**src/rtl/scan_pkg.sv**
```systemverilog
// -----------------------------------------------------------------------------
// scan_pkg
// Shared definitions for the scan chain driver:
//   - scan_drv_state_e : driver FSM states
//   - scan_ctrl_t      : scan control bundle (sclkp, sclkn, senable, supdate, sreset)
//   - default values for the ChainLen / PhaseCyc parameters
//   - ctrl_for_state() : scan control levels held while in a given state
// -----------------------------------------------------------------------------
package scan_pkg;

    localparam int unsigned CHAIN_LEN_DEFAULT = 64;
    localparam int unsigned PHASE_CYC_DEFAULT = 2;

    typedef enum logic [2:0] {
        IDLE,
        SHIFT_P,
        GAP_P,
        SHIFT_N,
        GAP_N,
        UPDATE,
        RESET_PULSE
    } scan_drv_state_e;

    typedef struct packed {
        logic sclkp;
        logic sclkn;
        logic senable;
        logic supdate;
        logic sreset;
    } scan_ctrl_t;

    function automatic scan_ctrl_t ctrl_for_state(input scan_drv_state_e s);
        scan_ctrl_t c;
        c         = '0;
        c.sclkp   = (s == SHIFT_P);
        c.sclkn   = (s == SHIFT_N);
        c.senable = (s == SHIFT_P) || (s == GAP_P) || (s == SHIFT_N) || (s == GAP_N);
        c.supdate = (s == UPDATE);
        c.sreset  = (s == RESET_PULSE);
        return c;
    endfunction

endpackage

```
**src/rtl/scan_if.sv**
```systemverilog
// -----------------------------------------------------------------------------
// scan_if
// Scan chain bus between the driver and the chain.
//   sdata : serial data, MSB of the word first
//   sctrl : scan control bundle (see scan_pkg::scan_ctrl_t)
// Modports: send (driver side), recv (chain side).
// -----------------------------------------------------------------------------
interface scan_if;
    import scan_pkg::*;

    logic       sdata;
    scan_ctrl_t sctrl;

    modport send (output sdata, output sctrl);
    modport recv (input  sdata, input  sctrl);
endinterface

```
**src/rtl/scan_phase_timer.sv**
```systemverilog
// -----------------------------------------------------------------------------
// scan_phase_timer
// Down-counter timing how long the driver stays in one scan phase.
// Ports:
//   i_clk      : clock (rising edge)
//   i_rst      : synchronous active-high reset
//   i_load     : load i_load_val (asserted on every state change)
//   i_load_val : cycles remaining minus one (PhaseCyc-1 for pulses, 0 for gaps)
//   o_expired  : current cycle is the last one of the phase
// The counter saturates at zero, so it never wraps.
// -----------------------------------------------------------------------------
module scan_phase_timer #(
    parameter int unsigned Width = 2
) (
    input  logic             i_clk,
    input  logic             i_rst,
    input  logic             i_load,
    input  logic [Width-1:0] i_load_val,
    output logic             o_expired
);

    logic [Width-1:0] r_cnt;

    always_ff @(posedge i_clk) begin
        if (i_rst) begin
            r_cnt <= '0;
        end else if (i_load) begin
            r_cnt <= i_load_val;
        end else if (r_cnt != '0) begin
            r_cnt <= r_cnt - Width'(1);
        end
    end

    assign o_expired = (r_cnt == '0);

endmodule

```
**src/rtl/scan_driver.sv**
```systemverilog
// -----------------------------------------------------------------------------
// scan_driver
// Serialises a ChainLen-bit word into a scan chain with two non-overlapping
// scan clocks, followed by an update pulse, or issues a chain reset pulse.
// Ports:
//   clk       : clock (rising edge)
//   rst       : synchronous active-high reset; aborts any operation
//   req_valid : request present
//   req_ready : driver idle, request is accepted on this edge if req_valid
//   req_reset : 1 = chain reset, 0 = shift-and-update
//   req_data  : word to shift, bit ChainLen-1 first
//   busy      : operation in progress
//   done      : one-cycle pulse in the first idle cycle after an operation
//   scan      : scan bus (sdata + sctrl), all driven from registers
// -----------------------------------------------------------------------------
module scan_driver
    import scan_pkg::*;
#(
    parameter int unsigned ChainLen = CHAIN_LEN_DEFAULT,
    parameter int unsigned PhaseCyc = PHASE_CYC_DEFAULT
) (
    input  logic                clk,
    input  logic                rst,
    input  logic                req_valid,
    output logic                req_ready,
    input  logic                req_reset,
    input  logic [ChainLen-1:0] req_data,
    output logic                busy,
    output logic                done,
    scan_if.send                scan
);

    localparam int unsigned BIT_W = $clog2(ChainLen + 1);
    localparam int unsigned PH_W  = $clog2(PhaseCyc + 1);
    localparam logic [PH_W-1:0] PH_LOAD = PH_W'(PhaseCyc - 1);

    scan_drv_state_e r_state;
    scan_drv_state_e w_state_nxt;

    logic [ChainLen-1:0] r_shreg;
    logic [BIT_W-1:0]    r_bits_left;
    logic                r_sdata;
    scan_ctrl_t          r_sctrl;
    logic                r_done;

    logic                w_accept;
    logic                w_ph_load;
    logic [PH_W-1:0]     w_ph_val;
    logic                w_ph_expired;
    logic                w_next_bit;

    scan_phase_timer #(
        .Width (PH_W)
    ) u_timer (
        .i_clk      (clk),
        .i_rst      (rst),
        .i_load     (w_ph_load),
        .i_load_val (w_ph_val),
        .o_expired  (w_ph_expired)
    );

    // Next-state logic; the phase timer is reloaded on every state change.
    always_comb begin
        w_state_nxt = r_state;
        w_accept    = 1'b0;
        w_next_bit  = 1'b0;
        case (r_state)
            IDLE: begin
                if (req_valid) begin
                    w_accept    = 1'b1;
                    w_state_nxt = req_reset ? RESET_PULSE : SHIFT_P;
                end
            end
            SHIFT_P:     if (w_ph_expired) w_state_nxt = GAP_P;
            GAP_P:       if (w_ph_expired) w_state_nxt = SHIFT_N;
            SHIFT_N:     if (w_ph_expired) w_state_nxt = GAP_N;
            GAP_N: begin
                if (w_ph_expired) begin
                    if (r_bits_left > BIT_W'(1)) begin
                        w_next_bit  = 1'b1;
                        w_state_nxt = SHIFT_P;
                    end else begin
                        w_state_nxt = UPDATE;
                    end
                end
            end
            UPDATE:      if (w_ph_expired) w_state_nxt = IDLE;
            RESET_PULSE: if (w_ph_expired) w_state_nxt = IDLE;
            default:     w_state_nxt = IDLE;
        endcase

        w_ph_load = (w_state_nxt != r_state);
        w_ph_val  = ((w_state_nxt == GAP_P) || (w_state_nxt == GAP_N) || (w_state_nxt == IDLE))
                    ? '0 : PH_LOAD;
    end

    // Scan outputs are decoded from the next state and registered together
    // with it, so they line up with the state without a combinational path.
    always_ff @(posedge clk) begin
        if (rst) begin
            r_state     <= IDLE;
            r_shreg     <= '0;
            r_bits_left <= '0;
            r_sdata     <= 1'b0;
            r_sctrl     <= '0;
            r_done      <= 1'b0;
        end else begin
            r_state <= w_state_nxt;
            r_sctrl <= ctrl_for_state(w_state_nxt);
            r_done  <= ((r_state == UPDATE) || (r_state == RESET_PULSE)) && (w_state_nxt == IDLE);

            if (w_accept && !req_reset) begin
                r_sdata     <= req_data[ChainLen-1];
                r_shreg     <= req_data << 1;
                r_bits_left <= BIT_W'(ChainLen);
            end else if (w_next_bit) begin
                r_sdata     <= r_shreg[ChainLen-1];
                r_shreg     <= r_shreg << 1;
                r_bits_left <= r_bits_left - BIT_W'(1);
            end else if (!ctrl_for_state(w_state_nxt).senable) begin
                r_sdata <= 1'b0;
            end
        end
    end

    assign req_ready  = (r_state == IDLE);
    assign busy       = ~req_ready;
    assign done       = r_done;
    assign scan.sdata = r_sdata;
    assign scan.sctrl = r_sctrl;

endmodule

```
**src/flat_wrapper.sv**
```systemverilog
// flat-port wrapper written by rule: the top's interface ports become plain ports
module scan_driver_flat import scan_pkg::*;
#(
    parameter int unsigned ChainLen = CHAIN_LEN_DEFAULT,
    parameter int unsigned PhaseCyc = PHASE_CYC_DEFAULT
)
  (clk, rst, req_valid, req_ready, req_reset, req_data, busy, done, scan_sdata, scan_sctrl);
  scan_if scan_i ();
  input  logic clk;
  input  logic rst;
  input  logic req_valid;
  output logic req_ready;
  input  logic req_reset;
  input  logic [ChainLen-1:0] req_data;
  output logic busy;
  output logic done;
  output wire logic [$bits(scan_i.sdata)-1:0] scan_sdata;
  output wire logic [$bits(scan_i.sctrl)-1:0] scan_sctrl;
  assign scan_sdata = scan_i.sdata;
  assign scan_sctrl = scan_i.sctrl;
  scan_driver #(.ChainLen(ChainLen), .PhaseCyc(PhaseCyc)) u_core (.clk(clk), .rst(rst), .req_valid(req_valid), .req_ready(req_ready), .req_reset(req_reset), .req_data(req_data), .busy(busy), .done(done), .scan(scan_i));
endmodule
```
**config.mk**
```make
export PLATFORM = sky130hd
export DESIGN_NAME = scan_driver_flat
export DESIGN_NICKNAME = d
export VERILOG_FILES = /design/src/rtl/scan_pkg.sv /design/src/rtl/scan_if.sv /design/src/rtl/scan_phase_timer.sv /design/src/rtl/scan_driver.sv /design/src/flat_wrapper.sv
export SDC_FILE = /design/constraint.sdc
export NUM_CORES = 1
export LEC_CHECK = 0
export ABC_AREA = 1
export BUFFER_PORTS_ARGS = -buffer_cell sky130_fd_sc_hd__buf_2
export CORE_ASPECT_RATIO = 0.6
export CORE_UTILIZATION = 54
export DETAILED_ROUTE_END_ITERATION = 6
export PLACE_DENSITY_LB_ADDON = 0.3
export SKIP_LAST_GASP = 1
export SLEW_MARGIN = 20
export SYNTH_ARGS = -nofsm -noshare
export SYNTH_HDL_FRONTEND = slang
export SYNTH_HIERARCHICAL = 1
export SYNTH_SLANG_ARGS = --single-unit
```
**constraint.sdc**
```tcl
create_clock -name clk -period 2 [get_ports clk]
set_clock_uncertainty 0.05 [all_clocks]
set_input_delay 0.5 -clock clk [delete_from_list [all_inputs] [get_ports clk]]
set_output_delay 0.5 -clock clk [all_outputs]
set_load 0.02 [all_outputs]
```
-- Word-level counts from Yosys, hierarchy flattened
Cells that the tools add are included.
- bits in registers: 82
- latch bits: 0
- RAM bits: 0
- memory bits (read-only): 0
- bits of input ports: 68
- output and inout port bits: 9
- word-level logic and storage cells: 71
- memories: 0
- add/subtract/negate cells: 2
- $mul: 0
- divide/modulo/power cells: 0
- $lt $le $gt $ge: 1
- equality and inequality tests: 14
- shifts and indexed selects: 0
- mux-type cells: 24
- bitwise logic cells: 1
- reductions and logical operators: 17
- operator list (operator ; count):
    2-to-1 mux 64 bit ; 2
    2-to-1 mux 3 bit ; 8
    equality test 3 bit, second input constant ; 6
    case mux 3 bit (6 select lines) ; 1
    2-to-1 mux 7 bit ; 2
    equality test 3 x 2 -> 1 bit, second input constant ; 4
    2-to-1 mux 1 bit ; 9
    greater-than comparator 7 x 1 -> 1 bit, second input constant ; 1
    subtractor 7 x 1 -> 7 bit, second input constant ; 1
    equality test 3 x 1 -> 1 bit, second input constant ; 2
    logical NOT 3 bit ; 2
    logical OR 1 bit ; 6
    nonzero test 2 bit ; 3
    2-to-1 mux 2 bit ; 2
    OR reduction 2 bit ; 2
    inequality test 3 x 2 -> 1 bit, second input constant ; 1
    inequality test 3 bit ; 1
    logical AND 1 bit ; 2
    logical NOT 2 bit ; 1
    subtractor 2 x 1 -> 2 bit, second input constant ; 1
    logical NOT 1 bit ; 1
    inverter 1 bit ; 1

-- Longest topological paths before layout
- word-level depth: 11
- depth in mapped cells: 14

-- Hierarchy
The synthesis kept the hierarchy.
- by module, submodules not included (module ; times used ; cells each ; area an instance (sq um) ; seq. area each (sq um)):
    scan_driver ; 1 ; 498 ; 3598.5 ; 1601.5
    scan_phase_timer ; 1 ; 17 ; 113.9 ; 40.0

-- Worst setup path after synthesis
No wires, ideal clock.
- kind: flip-flop to flip-flop
- start point: register u_core.u_timer.r_cnt[0]
- end point: register u_core.u_timer.r_cnt[1]
- setup time: 0.120 ns
- data arrival time: 1.553 ns
- slack: 0.277 ns
- stages on the path, launching flop included: 11
- path through: dfxtp_1 -> inv_1 -> ha_1 -> nand2_1 -> o21ai_1 -> nor2_1 -> nand2_1 -> o221ai_1 -> inv_1 -> o21ai_0 -> a21oi_1
- word-level cells in the longest chain between the ends: 5
- RTL lines (what ; line ; text):
    start, declared ; scan_phase_timer.sv:22 ; logic [Width-1:0] r_cnt;
    start signal, assigned ; scan_phase_timer.sv:28 ; r_cnt <= i_load_val;
    start signal, assigned ; scan_phase_timer.sv:30 ; r_cnt <= r_cnt - Width'(1);
    logical NOT 2 bit (*) ; scan_phase_timer.sv:34 ; assign o_expired = (r_cnt == '0);
    named net u_core.w_ph_expired ; scan_driver.sv:49 ; logic w_ph_expired;
    2-to-1 mux 3 bit, on equally long branches ; - ;
    case mux 3 bit (6 select lines) (*) ; scan_driver.sv:67 ; case (r_state)
    inequality test 3 bit (*) ; scan_driver.sv:92 ; w_ph_load = (w_state_nxt != r_state);
    named net u_core.w_ph_load ; scan_driver.sv:47 ; logic w_ph_load;
    2-to-1 mux 2 bit or nonzero test 2 bit (tied branches) ; - ;
The timed path passes the listed nets; every way through them passes the cells marked *. The select of a mux whose other input is x is not followed.
A chain may end at the register's enable or synchronous reset.

-- Worst setup path after layout
- start point: register u_core.r_bits_left[1]
- end point: register u_core.u_timer.r_cnt[0]
- RTL lines (what ; line ; text):
    start, declared ; scan_driver.sv:41 ; logic [BIT_W-1:0] r_bits_left;
    start signal, assigned ; scan_driver.sv:115 ; r_bits_left <= BIT_W'(ChainLen);
    start signal, assigned ; scan_driver.sv:119 ; r_bits_left <= r_bits_left - BIT_W'(1);
    greater-than comparator 7 x 1 -> 1 bit (*) ; scan_driver.sv:79 ; if (r_bits_left > BIT_W'(1)) begin
    2-to-1 mux 3 bit (*) ; scan_driver.sv:79 ;
    2-to-1 mux 3 bit (*) ; scan_driver.sv:78 ; if (w_ph_expired) begin
    case mux 3 bit (6 select lines) (*) ; scan_driver.sv:67 ;
    inequality test 3 bit (*) ; scan_driver.sv:92 ;
    named net u_core.w_ph_load ; scan_driver.sv:47 ;
    2-to-1 mux 2 bit or nonzero test 2 bit (tied branches) ; - ;
The timed path passes the listed nets; every way through them passes the cells marked *.

==> results.py <==
metrics = {
    "status": {
        "outcome": "complete, no violations",
    },
    "synthesis": {
        "synth_nets": 586,
        "synthTopCellsByCount": "nand2_1, dfxtp_1, nand3_1, a31oi_1, inv_1",
        "synth_cells": 515,
        "synthTopCellsByArea": "dfxtp_1, nand2_1, a31oi_1",
        "synth_cell_types": 27,
        "yosysTopAreaCell": "dfxtp_1",
        "synth.top_cell.area_share_pct": 44.2,
        "synth.avg_cell_area_um2": 7.21,
        "synth_edf_count": 0,
        "ys_ff_latch": 82,
        "synthFlopType": "dfxtp_1",
        "netlist_area_um2": 3710,
        "yosys_warnings": 6,
        "ys_async_sr_fraction_pct": 0,
        "ys_seq_area_share_pct": 44.2,
        "post-synth-top-count-cell": "nand2_1",
    },
    "clock_tree": {
        "tritoncts": "done",
        "cts_root_buffer": "clkbuf_16",
        "postCtsSetupBuffers": 0,
        "numCtsBuffers": 9,
        "cts.clk_slew.worst_paths_ps": 60,
        "htree_num_levels": 3,
        "cts_num_sinks": 82,
        "clkLatencyLatePin_ps": 340,
        "max-clock-path-buffers": 2,
    },
    "critical_path": {
        "path_cells": "inv_1, ha_1, inv_1, nor2_1, nand2_2, nand3_2, nand2_1, nand2_1, o221ai_1, inv_1, o21ai_0, a21oi_1",
        "r2r_start": "u_core/r_bits_left[1]",
        "arrival_ps": 2090,
        "cp-startpoint": "u_core/r_bits_left[1]",
        "cp-end-kind": "register",
        "crit_top_cell": "inv_1",
        "worst_setup_path_start_kind": "register",
        "critPathMaxStageDelay_ps": 370,
        "path_class": "reg -> reg",
        "cp.required_ps": 2170,
        "cp_slowest_cell": "dfxtp_1",
        "path_max_fanout": 3,
    },
    "power_and_ir_drop": {
        "leakagePower_uw": 0.00182,
        "powerDensity_nw_per_um2": 1190,
        "ir_drop_mv": 0.747,
    },
    "floorplanning": {
        "row_count": 22,
        "dieWidth_um": 109,
        "die_area_um2": 7220,
        "core_um2": 6360,
        "die_height_um": 66.2,
        "start_util_pct": 58.4,
        "pin_count": 77,
    },
    "timing": {
        "whs_ps": 378,
        "fin_ws_ps": 83.1,
        "rsz0062_at_grt": "true",
        "min_period_ps": 1920,
        "fmax_mhz": 522,
        "finalSetupViolCount": 0,
        "slew_viol_final": 0,
        "period_share_pct": 95.8,
        "final_hold_viol_count": 0,
    },
    "global_routing": {
        "antenna_found_initial": 0,
        "grt_overflow_total": 0,
        "grt_max_degree": 35,
        "track_usage_pct": 27.4,
        "grt_pass1_vias": 3256,
        "grt_first_pass_wirelength_mm": 15.0,
    },
    "layout": {
        "nNetsFinal": 654,
        "syn_to_final_growth_pct": 20.7,
        "fin_util_pct": 70.5,
        "drive_above_1_share_pct": 21.9,
        "diodes": 0,
    },
    "route": {
        "wirelength_mm": 9.15,
        "routed_via_density": 5.52,
        "route.antenna.remaining_nets": 0,
        "vias": 3710,
        "first_pass_iters": 5,
        "routedWlPerCell_um": 13.6,
        "drc_errors": 0,
        "drt_iter0_markers": 408,
    },
    "place": {
        "place_congestion": 0.902,
        "dp_hpwl_mm": 6.19,
        "dp_slack_ps": 15.9,
        "port_buffers": 76,
    },
    "min_path": {
        "min_from": "req_data[49]",
        "hold_class": "in -> reg",
    },
    "run": {
        "cap_violations": 0,
    },
}
-- stage by stage --
step	cells	total power [µW]	area (µm²)	TNS (ps)
final	672	5330	4480	0
after detailed placement	656	3680	4160	0
after CTS	672	5290	4460	0
after floorplan	515	3210	3710	0
after global placement	656	3610	4160	0
after global routing	672	5650	4480	-2.00
-- state kept, by name (all words and copies together), names as in the netlist --
signal / flops
u_core/scan.sctrl: 5
u_core/u_timer/r_cnt: 2
u_core/scan.sdata: 1
u_core/r_bits_left: 7
u_core/r_shreg: 63
u_core/done: 1
u_core/r_state: 3
-- per-layer routing --
layer | GRT usage (%) | vias to the layer above | routed length, µm
li1 | - | 1853 | -
met1 | 37.7 | 1702 | 4340
met2 | 40.6 | 147 | 3990
met3 | 9.36 | 8 | 754
met4 | 6.93 | 0 | 68
met5 | 0 | - | 0
-- critical path: cells and delay by family, from the launching register on --
family	cells	cell delay (ps)
AO/OA/AOI/OAI	3	490
AND/OR/NAND/NOR	5	430
flip-flops	1	370
adder cells (fa/ha/maj)	1	190
buffers and inverters	3	280
-- power breakdown --
group          switching [µW]  total (µW)  internal [µW]  leakage (µW)
clock network             642        1620            976      0.000148
logic                    1100        1700            598       0.00101
registers                 139        2010           1870      0.000668
-- final cells by class --
type,count,area (µm²)
repair buffers,93,553
clock buffers,13,280
inverters,38,144
fillers,537,1880
clock inverters,3,21.3
flip-flops and latches,82,1640
multi-input cells,359,1740
well taps,84,105
-- kinds of logic after synthesis --
family	share of synthesized area [%]
fa+ha+maj	1.01
buf+inv	9.34
other cells	0.101
simple gates	31.7
compound gates	13.7
flops	44.2
-- placed cells by master (no fill, tap or decap), types with 4 or more instances in the layout --
cell,netlist,routed
a21oi_1,11,11
inv_1,29,29
nand2_1,158,158
o21ai_0,6,6
buf_2,19,76
nor2_1,25,25
clkbuf_8,0,4
a31oi_1,62,62
dfxtp_1,82,82
buf_4,6,12
inv_2,9,8
clkbuf_16,0,9
nand3_1,70,70
nand3_2,4,4
-- worst paths after layout --
check                                 end  slack [ps]  depth (start not counted)
hold reg to reg        u_core/r_shreg[29]         430                          2
setup / recovery  u_core/u_timer/r_cnt[0]          80                         12
setup reg to reg  u_core/u_timer/r_cnt[0]          80                         12
hold / removal         u_core/r_shreg[50]         380                          3
-- repair_timing --
item / in CTS / in global routing
endpoints found under the setup margin: 0 / 14
hold buffers: 0 / 0
gates resized for setup: 0 / 5
Note: power is estimated with default switching activity, not from simulation.
